## src/rtl/negate_rr_arbiter.sv

```systemverilog
// -----------------------------------------------------------------------------
// negate_rr_arbiter
//
// Shares one two's-complement negate / absolute-value datapath between R
// requesters. A round-robin arbiter picks one valid requester per cycle. Its
// operand is transformed and registered into a single-entry result slot. The
// slot is tagged with the requester id and an overflow flag.
//
// Ports:
//   clk        in   clock, rising edge active
//   rst_n      in   asynchronous active-low reset
//   req_valid  in   [R]    requester i presents an operand
//   req_data   in   [R*N]  operand of requester i in bits [i*N +: N]
//   req_abs    in   [R]    1 = absolute value, 0 = negate
//   req_ready  out  [R]    requester i's operand is accepted this cycle
//   res_valid  out         result slot holds a valid result
//   res_ready  in          consumer takes the result this cycle
//   res_data   out  [N]    result value
//   res_id     out  [IDW]  index of the requester that produced the result
//   res_ovf    out         operand was 100..0 and negation was applied
// -----------------------------------------------------------------------------
module negate_rr_arbiter #(
    parameter int N   = 4,
    parameter int R   = 4,
    parameter int IDW = $clog2(R)
) (
    input  logic             clk,
    input  logic             rst_n,
    input  logic [R-1:0]     req_valid,
    input  logic [R*N-1:0]   req_data,
    input  logic [R-1:0]     req_abs,
    output logic [R-1:0]     req_ready,
    output logic             res_valid,
    input  logic             res_ready,
    output logic [N-1:0]     res_data,
    output logic [IDW-1:0]   res_id,
    output logic             res_ovf
);

    localparam logic [N-1:0]   MIN_VAL = {1'b1, {(N-1){1'b0}}};
    localparam logic [N-1:0]   ONE_VAL = {{(N-1){1'b0}}, 1'b1};
    localparam logic [IDW-1:0] PTR_RST = IDW'(R - 1);

    typedef enum logic {
        EMPTY = 1'b0,
        FULL  = 1'b1
    } state_t;

    state_t          state_q, state_d;
    logic [N-1:0]    res_data_q, res_data_d;
    logic [IDW-1:0]  res_id_q, res_id_d;
    logic            res_ovf_q, res_ovf_d;
    logic [IDW-1:0]  ptr_q, ptr_d;

    logic [N-1:0]    op_arr [R];
    logic [R-1:0]    grant;
    logic [IDW-1:0]  grant_id;
    logic            grant_found;
    logic            slot_free;
    logic            transfer;

    logic [N-1:0]    sel_op;
    logic            sel_abs;
    logic            apply_neg;
    logic [N-1:0]    neg_val;
    logic [N-1:0]    result_val;
    logic            result_ovf;

    // A new result can be loaded while the current one drains.
    assign slot_free = (state_q == EMPTY) || res_ready;
    assign transfer  = grant_found && slot_free;

    generate
        for (genvar gi = 0; gi < R; gi++) begin : g_req
            assign op_arr[gi]    = req_data[gi*N +: N];
            assign req_ready[gi] = grant[gi] && slot_free;
        end
    endgenerate

    // Round-robin search starting just after the last granted requester.
    always_comb begin
        int             idx_int;
        logic [IDW-1:0] idx;
        grant       = '0;
        grant_id    = '0;
        grant_found = 1'b0;
        idx_int     = 0;
        idx         = '0;
        for (int k = 1; k <= R; k++) begin
            idx_int = (int'(ptr_q) + k) % R;
            idx     = idx_int[IDW-1:0];
            if (!grant_found && req_valid[idx]) begin
                grant_found = 1'b1;
                grant[idx]  = 1'b1;
                grant_id    = idx;
            end
        end
    end

    // Shared datapath: negate unless abs was asked for and the operand is
    // already non-negative. Negating the most negative value wraps onto itself.
    always_comb begin
        sel_op     = op_arr[grant_id];
        sel_abs    = req_abs[grant_id];
        apply_neg  = !sel_abs || sel_op[N-1];
        neg_val    = ~sel_op + ONE_VAL;
        result_val = apply_neg ? neg_val : sel_op;
        result_ovf = apply_neg && (sel_op == MIN_VAL);
    end

    // Slot control and payload next-state.
    always_comb begin
        state_d    = state_q;
        res_data_d = res_data_q;
        res_id_d   = res_id_q;
        res_ovf_d  = res_ovf_q;
        ptr_d      = ptr_q;

        case (state_q)
            EMPTY: begin
                if (transfer) begin
                    state_d = FULL;
                end
            end
            FULL: begin
                if (transfer) begin
                    state_d = FULL;
                end else if (res_ready) begin
                    state_d = EMPTY;
                end
            end
            default: state_d = EMPTY;
        endcase

        // Payload is only written on a transfer; a plain drain leaves the old
        // values in place and stalls leave everything untouched.
        if (transfer) begin
            res_data_d = result_val;
            res_id_d   = grant_id;
            res_ovf_d  = result_ovf;
            ptr_d      = grant_id;
        end
    end

    always_ff @(posedge clk or negedge rst_n) begin
        if (!rst_n) begin
            state_q    <= EMPTY;
            res_data_q <= '0;
            res_id_q   <= '0;
            res_ovf_q  <= 1'b0;
            ptr_q      <= PTR_RST;
        end else begin
            state_q    <= state_d;
            res_data_q <= res_data_d;
            res_id_q   <= res_id_d;
            res_ovf_q  <= res_ovf_d;
            ptr_q      <= ptr_d;
        end
    end

    assign res_valid = (state_q == FULL);
    assign res_data  = res_data_q;
    assign res_id    = res_id_q;
    assign res_ovf   = res_ovf_q;

endmodule

```

## config.mk

```make
export PLATFORM = sky130hd
export DESIGN_NAME = negate_rr_arbiter
export DESIGN_NICKNAME = d
export VERILOG_FILES = /design/src/rtl/negate_rr_arbiter.sv
export SDC_FILE = /design/constraint.sdc
export NUM_CORES = 1
export LEC_CHECK = 0
export CAP_MARGIN = 25
export CORE_ASPECT_RATIO = 0.7
export CORE_UTILIZATION = 45
export CTS_CLUSTER_DIAMETER = 200
export DETAILED_ROUTE_END_ITERATION = 8
export PLACE_DENSITY = 0.74
export SYNTH_ARGS = -nofsm -noshare
export SYNTH_HDL_FRONTEND = slang
export SYNTH_SLANG_ARGS = --single-unit
```

## constraint.sdc

```tcl
create_clock -name clk -period 7.05 [get_ports clk]
set_clock_uncertainty 0.1 [all_clocks]
set_input_delay 1.41 -clock clk [delete_from_list [all_inputs] [get_ports clk]]
set_output_delay 1.41 -clock clk [all_outputs]
set_load 0.05 [all_outputs]
```

After elaboration in Yosys (flattened, before gate mapping):

Cells that the tools add are included.

* output and inout port bits: 12
* RAM bits: 0
* word-level logic and storage cells: 84
* bits in latches: 0
* register bits after elaboration: 10
* memories kept: 0
* bits in read-only memories: 0

* reductions and logical operators: 19
* $lt $le $gt $ge: 10
* equal/unequal tests: 1
* multiplexer cells: 38
* div/mod/pow operators: 0
* $add $sub $neg: 5
* bitwise operators: 6
* multiply operators: 0
* shifts and indexed selects: 0

Operators by type and width (count)
* 4-bit two-way mux: 7
* 1-bit two-way mux: 16
* 2-bit by 3-bit < comparator with 1-bit output (second input constant): 5
* 1-bit logical AND: 13
* 4-bit bitwise OR: 3
* 1-bit binary-select mux with 2-bit select: 5
* 4-bit binary-select mux with 2-bit select: 1
* 1-bit demux with 2-bit select: 4
* 2-bit by 1-bit greater-or-equal comparator with 1-bit output (second input constant): 4
* 2-bit two-way mux: 4
* 2-bit by 1-bit adder with 2-bit output (second input constant): 2
* 2-bit adder (second input constant): 2
* 4-bit by 1-bit adder with 4-bit output (second input constant): 1
* 4-bit equality test (second input constant): 1
* 1-bit zero test: 4
* 4-bit inverter: 1
* 3-bit greater-or-equal comparator (second input constant): 1
* 2-bit inverter with 3-bit output: 1
* 1-bit logical OR: 2
* 1-bit one-hot mux with 2 select lines: 1
* 1-bit inverter: 1

Longest topological paths before layout:

Gate-level depths: netlist of the first run.

* depth in word-level cells: 20
* mapped depth: 14
* gate-level depth less buffers: 11

Worst setup path before layout of the first run:

OpenSTA, ideal clock, no wires.

* path kind: input port to output port
* start point: input port req_valid[3]
* end point: output port req_ready[0]
* arrival: 3.417 ns
* required time: 5.540 ns
* path slack: 2.123 ns
* cell stages on the path: 7
* cell sequence: clkbuf_1 mux4_2 nand2b_4 buf_6 nor3_1 a221oi_1 nor2_1

* cells in the longest elaborated chain, start to end: 13
* elaborated cells on any way between the ends: 25
* classes of those cells: mux (15); bitwise (3); reduce/logical (7)

Ends and longest elaborated chain
* from (decl): RTL line 29 `input logic [R-1:0] req_valid,`
* 1-bit binary-select mux with 2-bit select: RTL line 92 `if (!grant_found && req_valid[idx]) begin`
* 1-bit two-way mux (implied by the code): RTL line 92
* 1-bit two-way mux: RTL line 92
* 1-bit zero test: RTL line 92
* 1-bit logical AND: RTL line 92
* 1-bit two-way mux: RTL line 92
* 1-bit zero test: RTL line 92
* 1-bit logical AND: RTL line 92
* 1-bit two-way mux: RTL line 92
* 1-bit zero test: RTL line 92
* 1-bit logical AND: RTL line 92
* 4-bit two-way mux (*): RTL line 92
* 1-bit logical AND (*): RTL line 76 `assign req_ready[gi] = grant[gi] && slot_free;`
* to (decl): RTL line 32 `output logic [R-1:0] req_ready,`

Mark *: on every way between the ends. The rest lies on a longest branch, timed or not. The select of a mux whose other input is x is not followed.

Final worst setup path of the first run:

* start point: input port req_valid[2]
* end point: output port req_ready[0]

Same word-level chain as after synthesis.

==> impl_metrics.env, run 1 <==
export IMPL_htreeDepth=1
export IMPL_crit_path_end="req_ready[0]"
export IMPL_synth_area_per_cell_um2=8.88
export IMPL_r2r_end="res_data[2]"
export IMPL_yosys_mux_area_fraction_pct=20.2
export IMPL_critPathMaxFanout=13
export IMPL_ys_warnings_count=0
export IMPL_vias_per_cell=6.04
export IMPL_worst_pin_slew_ps=556
export IMPL_start_util_pct=48.7
export IMPL_synthDistinctLibCells=53
export IMPL_finalHoldViolCount=0
export IMPL_hold_class="flip-flop to flip-flop"
export IMPL_asr_flop_ratio_synth_pct=100
export IMPL_num_rows=16
export IMPL_final_net_count=225
export IMPL_grt_max_degree=22
export IMPL_drc=0
export IMPL_number_of_hold_repair_buffers_added_at_the_cts_stage=0
export IMPL_synth_seq_cells=10
export IMPL_max_clock_path_buffers=2
export IMPL_ant_nets=0
export IMPL_clk_pin_slew_ps=50
export IMPL_drt_first_iter_violations=84
export IMPL_wl_per_cell_um=15.1
export IMPL_most_frequent_standard_cell_in_the_layout_excluding_fill_and_tap_cells="clkdlybuf4s50_1"
export IMPL_fin_tns_setup_ps=0
export IMPL_wirelength_um=3390
export IMPL_global_route_usage_total_pct=22.8
export IMPL_grt_antenna_before_repair=0
export IMPL_die_span_y_um=48.6
export IMPL_synthesis_area_um2=1390
export IMPL_r2r_slack_ps=2350
export IMPL_cts_sinks=10
export IMPL_post_synth_fa_ha_maj_area_fraction_pct=8.08
export IMPL_max_stage_delay_ps=800
export IMPL_combinational_family_with_the_most_area_after_synthesis="compound AO/OA/AOI/OAI gates"
export IMPL_cpMostUsedCell="clkdlybuf4s50_1"
export IMPL_n_fill_cell=236
export IMPL_grt_overflow_total=0
export IMPL_worstPathRequired_ps=5540
export IMPL_hpwl_um=2660
export IMPL_max_slew_headroom_pct=62.6
export IMPL_critPathTopFamily="buffers and inverters"
export IMPL_outcome="finished, final reports clean"
export IMPL_synth_compound_gate_area_share_pct=26.3
export IMPL_clk_insertion_delay_late_ps=240
export IMPL_placeableCoreArea_um2=2860
export IMPL_worst_r2r_cell_count=11
export IMPL_end_kind="output port"
export IMPL_total_setup_violations_reported_at_the_end_of_the_flow=0
export IMPL_cts_resized=0
export IMPL_slowest_stage="clkdlybuf4s50_1"
export IMPL_final_cell_mix="clkdlybuf4s50_1, nor2_1, nand2_1, ha_1"
export IMPL_synthCells=157
export IMPL_max_clock_freq_mhz=174
export IMPL_port_buffers=38
export IMPL_timing_critical_path_from_type="primary input"
export IMPL_post_cts_setup_buffers=0
export IMPL_ys_seq_area_share_pct=18.1
export IMPL_multi_input_area_um2=1060
export IMPL_seqCellArea_um2=253
export IMPL_area_fraction_in_and_or_nand_and_nor_cells_after_synthesis_pct=20.9
export IMPL_io_pins=39
export IMPL_grt_pass1_wl_um=5840
export IMPL_max_cap_violations=0
export IMPL_synthXorXnorAreaFrac_pct=0.628
export IMPL_timing_final_crit_period_ps=5750
export IMPL_yosys_most_used_dff="dfrtp_1"
export IMPL_clock_buffer_count_from_cts=3
export IMPL_worst_ep_arrival_time_ps=4240
export IMPL_final_max_slew_viol_count=0
export IMPL_root_buffer="clkbuf_8"
export IMPL_die_w_um=68.5
export IMPL_synth_nets=193
export IMPL_areaGrowthSynthToFinish_pct=30.1
export IMPL_rsz0062_at_grt="false"
export IMPL_r2r_start="ptr_q[0]"
export IMPL_antenna_diode_count=0
export IMPL_synth_edf_count=0
export IMPL_dr_total_vias=1352
export IMPL_design_die_area_um2=3330
export IMPL_path_depth=7
export IMPL_crit_path_cell_trace="clkdlybuf4s50_1 > mux2i_2 > mux2i_4 > nor3_1 > a221oi_1 > nor2_1 > clkdlybuf4s50_1"
export IMPL_critical_path_buf_inv_count=2
export IMPL_path_class="primary input to output port"
export IMPL_final_layout_size_suffix_gt1_share_pct=14.9
export IMPL_cts_tree="yes"
export IMPL_critical_path_startpoint="req_valid[2]"
export IMPL_gpl_final_weighted_congestion=0.875
export IMPL_dr_pass1_iters=6
export IMPL_post_route_period_util_pct=81.6
export IMPL_grt_pass1_vias=1259
## metrics by stage
step	setup WS (ps)	hold WS (ps)	instance area, um^2	util, %	cells
floorplan	2120	659	1390	-	157
global placement	1490	369	1760	61.4	220
detailed placement	1380	381	1760	61.4	220
CTS	1380	390	1810	63.3	224
global route	1150	422	1810	63.3	224
finish	1300	388	1810	63.3	224
## state kept, by name, indices dropped and copies added (netlist names)
| name | count |
|---|---|
| res_data | 4 |
| ptr_q | 2 |
| res_id | 2 |
| res_ovf | 1 |
| res_valid | 1 |
## final cells by class
cell class | instances | share of cell area [%]
clock buffers | 4 | 3.04
inverters | 5 | 1.04
repair buffers | 38 | 21.0
flip-flops and latches | 10 | 13.9
multi-input cells | 131 | 58.5
well taps | 36 | 2.48
## worst min-delay path: cells and delay by family (launching register included)
kind | cells | cell delay, ps
simple gates | 1 | 50
compound gates | 1 | 60
flops | 1 | 340
## cell usage after synthesis (2+ instances only)
library cell / number / share of area, %
a221oi_1: 6 / 3.8
a22oi_1: 8 / 4.3
clkbuf_1: 5 / 1.3
nor4_1: 2 / 0.90
nor3_1: 2 / 0.72
inv_2: 2 / 0.54
buf_2: 4 / 1.4
ha_1: 9 / 8.1
o21ai_0: 7 / 2.5
mux4_2: 5 / 8.1
nand2_1: 10 / 2.7
mux2i_1: 5 / 3.6
dfstp_2: 2 / 3.8
nor2_1: 19 / 5.1
a221o_1: 2 / 1.4
buf_6: 2 / 1.6
a21oi_1: 7 / 2.5
mux2_2: 3 / 2.4
a31oi_1: 2 / 0.90
and3_1: 4 / 1.8
nand3_1: 5 / 1.8
mux2_1: 3 / 2.4
o2111ai_1: 3 / 1.9
inv_1: 3 / 0.81
or2_2: 2 / 0.90
dfrtp_1: 8 / 14
## per-layer routing
| metal | GRT usage [%] | vias to the layer above | routed length (um) |
|---|---|---|---|
| met2 | 35.0 | 36 | 1520 |
| met3 | 4.25 | 0 | 120 |
| met1 | 33.9 | 655 | 1750 |
| li1 | - | 661 | - |
| met4 | 2.43 | 0 | 0 |
| met5 | 0 | - | 0 |
## worst min path at each step
stage,startpoint,to,cells past startpoint
floorplan,res_id[0],res_id[0],2
global placement,res_id[0],res_id[0],2
CTS,res_id[0],res_id[0],2
detailed placement,res_data[0],res_data[0],2
finish,res_id[0],res_id[0],2
global route,res_id[0],res_id[0],2
## cells by family (layout without fill, tap and decap cells)
kind of cell | count (synthesis) | in the layout
AO/OA/AOI/OAI | 47 | 47
XOR/XNOR | 1 | 1
adder cells (fa/ha/maj) | 9 | 9
buffers and inverters | 16 | 47
flip-flops | 10 | 10
multiplexers | 19 | 19
AND/OR/NAND/NOR | 55 | 55
Power of run 1 is left out: the tool's default activity adds up to more than one toggle a clock period on the data nets, which glitch-free logic cannot reach.
==> run 2, diff against run 1 <==
Clock period 7.05 ns to 5.8 ns, I/O delays scaled along.
==> run 2 against run 1 <==
  * Count of clock-buffer cells in the layout is the same
  * Register-to-register slack worse by 1200 ps
  * Highest routed layer is now met4
  * Global-route usage shrank 0.62 points
  * Worst hold slack improved by 3.7 ps
==> impl_metrics.env, run 2 (synthesis gave the netlist of run 1 again) <==
export IMPL_num_rows=16
export IMPL_global_route_usage_total_pct=22.2
export IMPL_hold_start="res_data[0]"
export IMPL_number_of_hold_repair_buffers_added_at_the_cts_stage=0
export IMPL_die_span_y_um=48.6
export IMPL_port_buffers=38
export IMPL_crit_path_cell_trace="inv_2 > ha_1 > mux2i_2 > mux2i_4 > nor3_1 > a221oi_1 > nor2_1 > clkdlybuf4s50_1"
export IMPL_max_clock_freq_mhz=186
export IMPL_grt_max_degree=22
export IMPL_preCtsSetupSlack_ps=647
export IMPL_max_stage_delay_ps=810
export IMPL_max_cap_violations=0
export IMPL_most_frequent_standard_cell_in_the_layout_excluding_fill_and_tap_cells="clkdlybuf4s50_1"
export IMPL_holdPathStages=2
export IMPL_antenna_diode_count=0
export IMPL_whs_endpoint="res_data[0]"
export IMPL_setup_slack_ps=409
export IMPL_cts_sinks=10
export IMPL_hpwl_um=2640
export IMPL_worstPathRequired_ps=4540
export IMPL_cts_resized=0
export IMPL_clock_buffer_count_from_cts=3
export IMPL_end_kind="output port"
export IMPL_ant_nets=0
export IMPL_fin_tns_setup_ps=0
export IMPL_design_die_area_um2=3330
export IMPL_final_max_slew_viol_count=0
export IMPL_timing_critical_path_from_type="flip-flop"
export IMPL_grt_pass1_vias=1236
export IMPL_post_route_period_util_pct=92.9
export IMPL_dr_total_vias=1374
export IMPL_worst_ep_arrival_time_ps=4130
export IMPL_worst_pin_slew_ps=520
export IMPL_start_util_pct=48.7
export IMPL_placeableCoreArea_um2=2860
export IMPL_path_class="flip-flop to output port"
export IMPL_total_setup_violations_reported_at_the_end_of_the_flow=0
export IMPL_max_slew_headroom_pct=64.7
export IMPL_htreeDepth=1
export IMPL_critPathMaxFanout=21
export IMPL_cts_tree="yes"
export IMPL_wl_per_cell_um=15.0
export IMPL_areaGrowthSynthToFinish_pct=30.1
export IMPL_post_cts_setup_buffers=0
export IMPL_hold_worst_slack_ps=391
export IMPL_gpl_final_weighted_congestion=0.875
export IMPL_critPathTopFamily="buffers and inverters"
export IMPL_final_core_util_pct=63.3
export IMPL_grt_antenna_before_repair=0
export IMPL_r2r_slack_ps=1110
export IMPL_root_buffer="clkbuf_8"
export IMPL_r2r_start="ptr_q[0]"
export IMPL_grt_pass1_wl_um=5780
export IMPL_global_routing_met1_resource_utilization_pct=33.4
export IMPL_clk_insertion_delay_late_ps=230
export IMPL_busiest_metal_layer_after_global_routing="met2"
export IMPL_grt_overflow_total=0
export IMPL_max_clock_path_buffers=2
export IMPL_rsz0062_at_grt="false"
export IMPL_largest_register_ffs=4
export IMPL_final_net_count=225
export IMPL_outcome="finished, final reports clean"
export IMPL_r2r_end="res_data[2]"
export IMPL_io_pins=39
export IMPL_final_cell_mix="clkdlybuf4s50_1, nor2_1, nand2_1, ha_1"
export IMPL_clk_pin_slew_ps=50
export IMPL_critical_path_buf_inv_count=2
export IMPL_dr_pass1_iters=4
export IMPL_finalHoldViolCount=0
export IMPL_globalRouteMet2Util_pct=34.2
export IMPL_drt_first_iter_violations=118
export IMPL_wirelength_um=3370
export IMPL_vias_per_cell=6.13
export IMPL_final_layout_size_suffix_gt1_share_pct=14.9
export IMPL_drc=0
export IMPL_die_w_um=68.5
export IMPL_timing_final_crit_period_ps=5390
export IMPL_hold_class="flip-flop to flip-flop"
export IMPL_slowest_stage="dfstp_2"
export IMPL_grt_use_met3_pct=2.83
export IMPL_worst_r2r_cell_count=11
[run 2: cell counts in the layout (fill, tap and decap cells not counted)]
No cell type changed its count.
[run 2: final cells by class]
type | instances | area [um^2]
clock buffer | 4 | 55.1
fill | 249 | 1050
inverter | 5 | 18.8
multi-input combinational | 131 | 1060
sequential | 10 | 253
tap | 36 | 45.0
timing repair buffer | 38 | 380
[run 2: per-layer routing]
layer	wire length, um	share of wire, %	up-vias
met2	1550	46	48
met1	1620	48	660
met4	19	0.56	0
met3	181	5.4	2
met5	0	0	-
li1	-	-	664
[run 2: metrics by stage]
stage | instance area [um^2] | std cells
3_5_place_dp | 1760 | 220
6_report | 1810 | 224
5_1_grt | 1810 | 224
3_3_place_gp | 1760 | 220
4_1_cts | 1810 | 224
2_1_floorplan | 1390 | 157
[run 2: worst reg2reg max path, delay by kind of cell (launching register included)]
kind	cells	cell delay (ps)
AO/OA/AOI/OAI	3	690
adder cells (fa/ha/maj)	2	790
buffers and inverters	1	260
flip-flops	1	810
multiplexers	3	1100
AND/OR/NAND/NOR	2	870
[run 2: worst max path at each step]
| stage | from | endpoint | cells past startpoint |
|---|---|---|---|
| 2_1_floorplan | ptr_q[1] | req_ready[0] | 10 |
| 3_3_place_gp | req_valid[3] | req_ready[2] | 7 |
| 3_5_place_dp | req_valid[0] | req_ready[3] | 7 |
| 4_1_cts | ptr_q[0] | req_ready[3] | 8 |
| 5_1_grt | ptr_q[0] | req_ready[3] | 8 |
| 6_report | ptr_q[0] | req_ready[1] | 8 |
Power of run 2 is left out for the same reason.
==> run 3, diff against run 2 <==
Settings changed: RECOVER_POWER set to 100.
==> run 3 against run 2 <==
  * Count of clock-buffer cells in the layout is the same
  * Die area unchanged
  * Worst hold slack worse by 5.6 ps
  * Sequential share of layout area about the same
  * Critical path depth did not move
  * Largest cell class unchanged
==> impl_metrics.env, run 3 (synthesis gave the netlist of run 1 again) <==
export IMPL_outcome="finished, final reports clean"
export IMPL_worst_ep_arrival_time_ps=4180
export IMPL_grt_pass1_vias=1236
export IMPL_cts_sinks=10
export IMPL_fin_tns_setup_ps=0
export IMPL_post_cts_setup_buffers=0
export IMPL_final_core_util_pct=63.1
export IMPL_clk_pin_slew_ps=50
export IMPL_drt_first_iter_violations=126
export IMPL_multi_input_area_um2=1050
export IMPL_hold_start="res_data[0]"
export IMPL_worst_pin_slew_ps=550
export IMPL_max_cap_violations=0
export IMPL_final_layout_size_suffix_gt1_share_pct=13.8
export IMPL_gpl_final_weighted_congestion=0.875
export IMPL_grt_pass1_wl_um=5780
export IMPL_areaGrowthSynthToFinish_pct=29.6
export IMPL_end_kind="output port"
export IMPL_seqCellArea_um2=253
export IMPL_holdPathStages=2
export IMPL_post_route_period_util_pct=93.8
export IMPL_timing_final_crit_period_ps=5440
export IMPL_port_buffers=38
export IMPL_r2r_slack_ps=1120
export IMPL_root_buffer="clkbuf_8"
export IMPL_final_cell_mix="clkdlybuf4s50_1, nor2_1, dlygate4sd3_1, nand2_1, ha_1"
export IMPL_max_clock_freq_mhz=184
export IMPL_stdcell_area_um2=1810
export IMPL_most_frequent_standard_cell_in_the_layout_excluding_fill_and_tap_cells="clkdlybuf4s50_1"
export IMPL_finish_cell_count_without_fillers=224
export IMPL_path_class="flip-flop to output port"
export IMPL_whs_endpoint="res_data[0]"
export IMPL_placedCellCount=220
export IMPL_placeableCoreArea_um2=2860
export IMPL_design_die_area_um2=3330
export IMPL_n_fill_cell=251
export IMPL_clk_insertion_delay_late_ps=230
export IMPL_grt_antenna_before_repair=0
export IMPL_drc=0
export IMPL_dr_pass1_iters=4
export IMPL_cts_resized=0
export IMPL_cts_tree="yes"
export IMPL_max_slew_headroom_pct=63.0
export IMPL_start_util_pct=48.7
export IMPL_r2r_end="res_data[2]"
export IMPL_io_pins=39
export IMPL_clock_buffer_count_from_cts=3
export IMPL_hold_class="flip-flop to flip-flop"
export IMPL_critPathMaxFanout=21
export IMPL_final_max_slew_viol_count=0
export IMPL_htreeDepth=1
export IMPL_vias_per_cell=6.23
export IMPL_timing_critical_path_from_type="flip-flop"
export IMPL_global_route_usage_total_pct=22.2
export IMPL_largest_register_ffs=4
export IMPL_area_after_detailed_placement_um2=1760
export IMPL_finalHoldViolCount=0
export IMPL_num_rows=16
export IMPL_grt_max_degree=22
export IMPL_total_setup_violations_reported_at_the_end_of_the_flow=0
export IMPL_die_span_y_um=48.6
export IMPL_wl_per_cell_um=15.1
export IMPL_dr_total_vias=1395
export IMPL_grt_overflow_total=0
export IMPL_number_of_hold_repair_buffers_added_at_the_cts_stage=0
export IMPL_r2r_start="ptr_q[0]"
export IMPL_final_net_count=225
export IMPL_wirelength_um=3390
export IMPL_worst_r2r_cell_count=11
export IMPL_hpwl_um=2640
export IMPL_rsz0062_at_grt="false"
export IMPL_die_w_um=68.5
export IMPL_ant_nets=0
export IMPL_worstPathRequired_ps=4540
export IMPL_max_clock_path_buffers=2
export IMPL_antenna_diode_count=0
run 3: per-layer routing:
layer | wire length [um] | track usage, % | vias to the layer above
li1 | - | - | 665
met1 | 1640 | 33.4 | 671
met2 | 1570 | 34.2 | 57
met3 | 164 | 2.83 | 2
met4 | 19 | 3.13 | 0
met5 | 0 | 0 | -
run 3: how the worst max path moves through the flow:
| stage | start | end | slack (ps) | cells past startpoint |
|---|---|---|---|---|
| floorplan | ptr_q[1] | req_ready[0] | 1260 | 10 |
| global placement | req_valid[3] | req_ready[2] | 740 | 7 |
| detailed placement | req_valid[0] | req_ready[3] | 650 | 7 |
| CTS | ptr_q[0] | req_ready[3] | 470 | 8 |
| global route | ptr_q[0] | req_ready[1] | 70 | 8 |
| finish | ptr_q[0] | req_ready[1] | 360 | 8 |
run 3: per-stage QoR:
stage / hold slack [ps] / setup slack (ps)
2_1_floorplan: 659 / 1260
3_3_place_gp: 369 / 736
3_5_place_dp: 381 / 647
4_1_cts: 396 / 466
5_1_grt: 426 / 65.6
6_report: 386 / 361
run 3: worst max-delay path, cell delays in order (launching register included):
cell           delay (ps)
dfstp_2               800
inv_2                 250
ha_1                  520
mux2i_2               530
mux2i_4               240
nor3_1                440
a221oi_1              150
nor2_1                110
dlygate4sd3_1         880
run 3: area by class of cell:
class                      count  share of cell area (%)
timing repair buffer          38                    21.1
sequential                    10                    14.0
tap                           36                    2.49
inverter                       5                    1.04
clock buffer                   4                    3.05
multi-input combinational    131                    58.4
Power of run 3 is left out for the same reason.
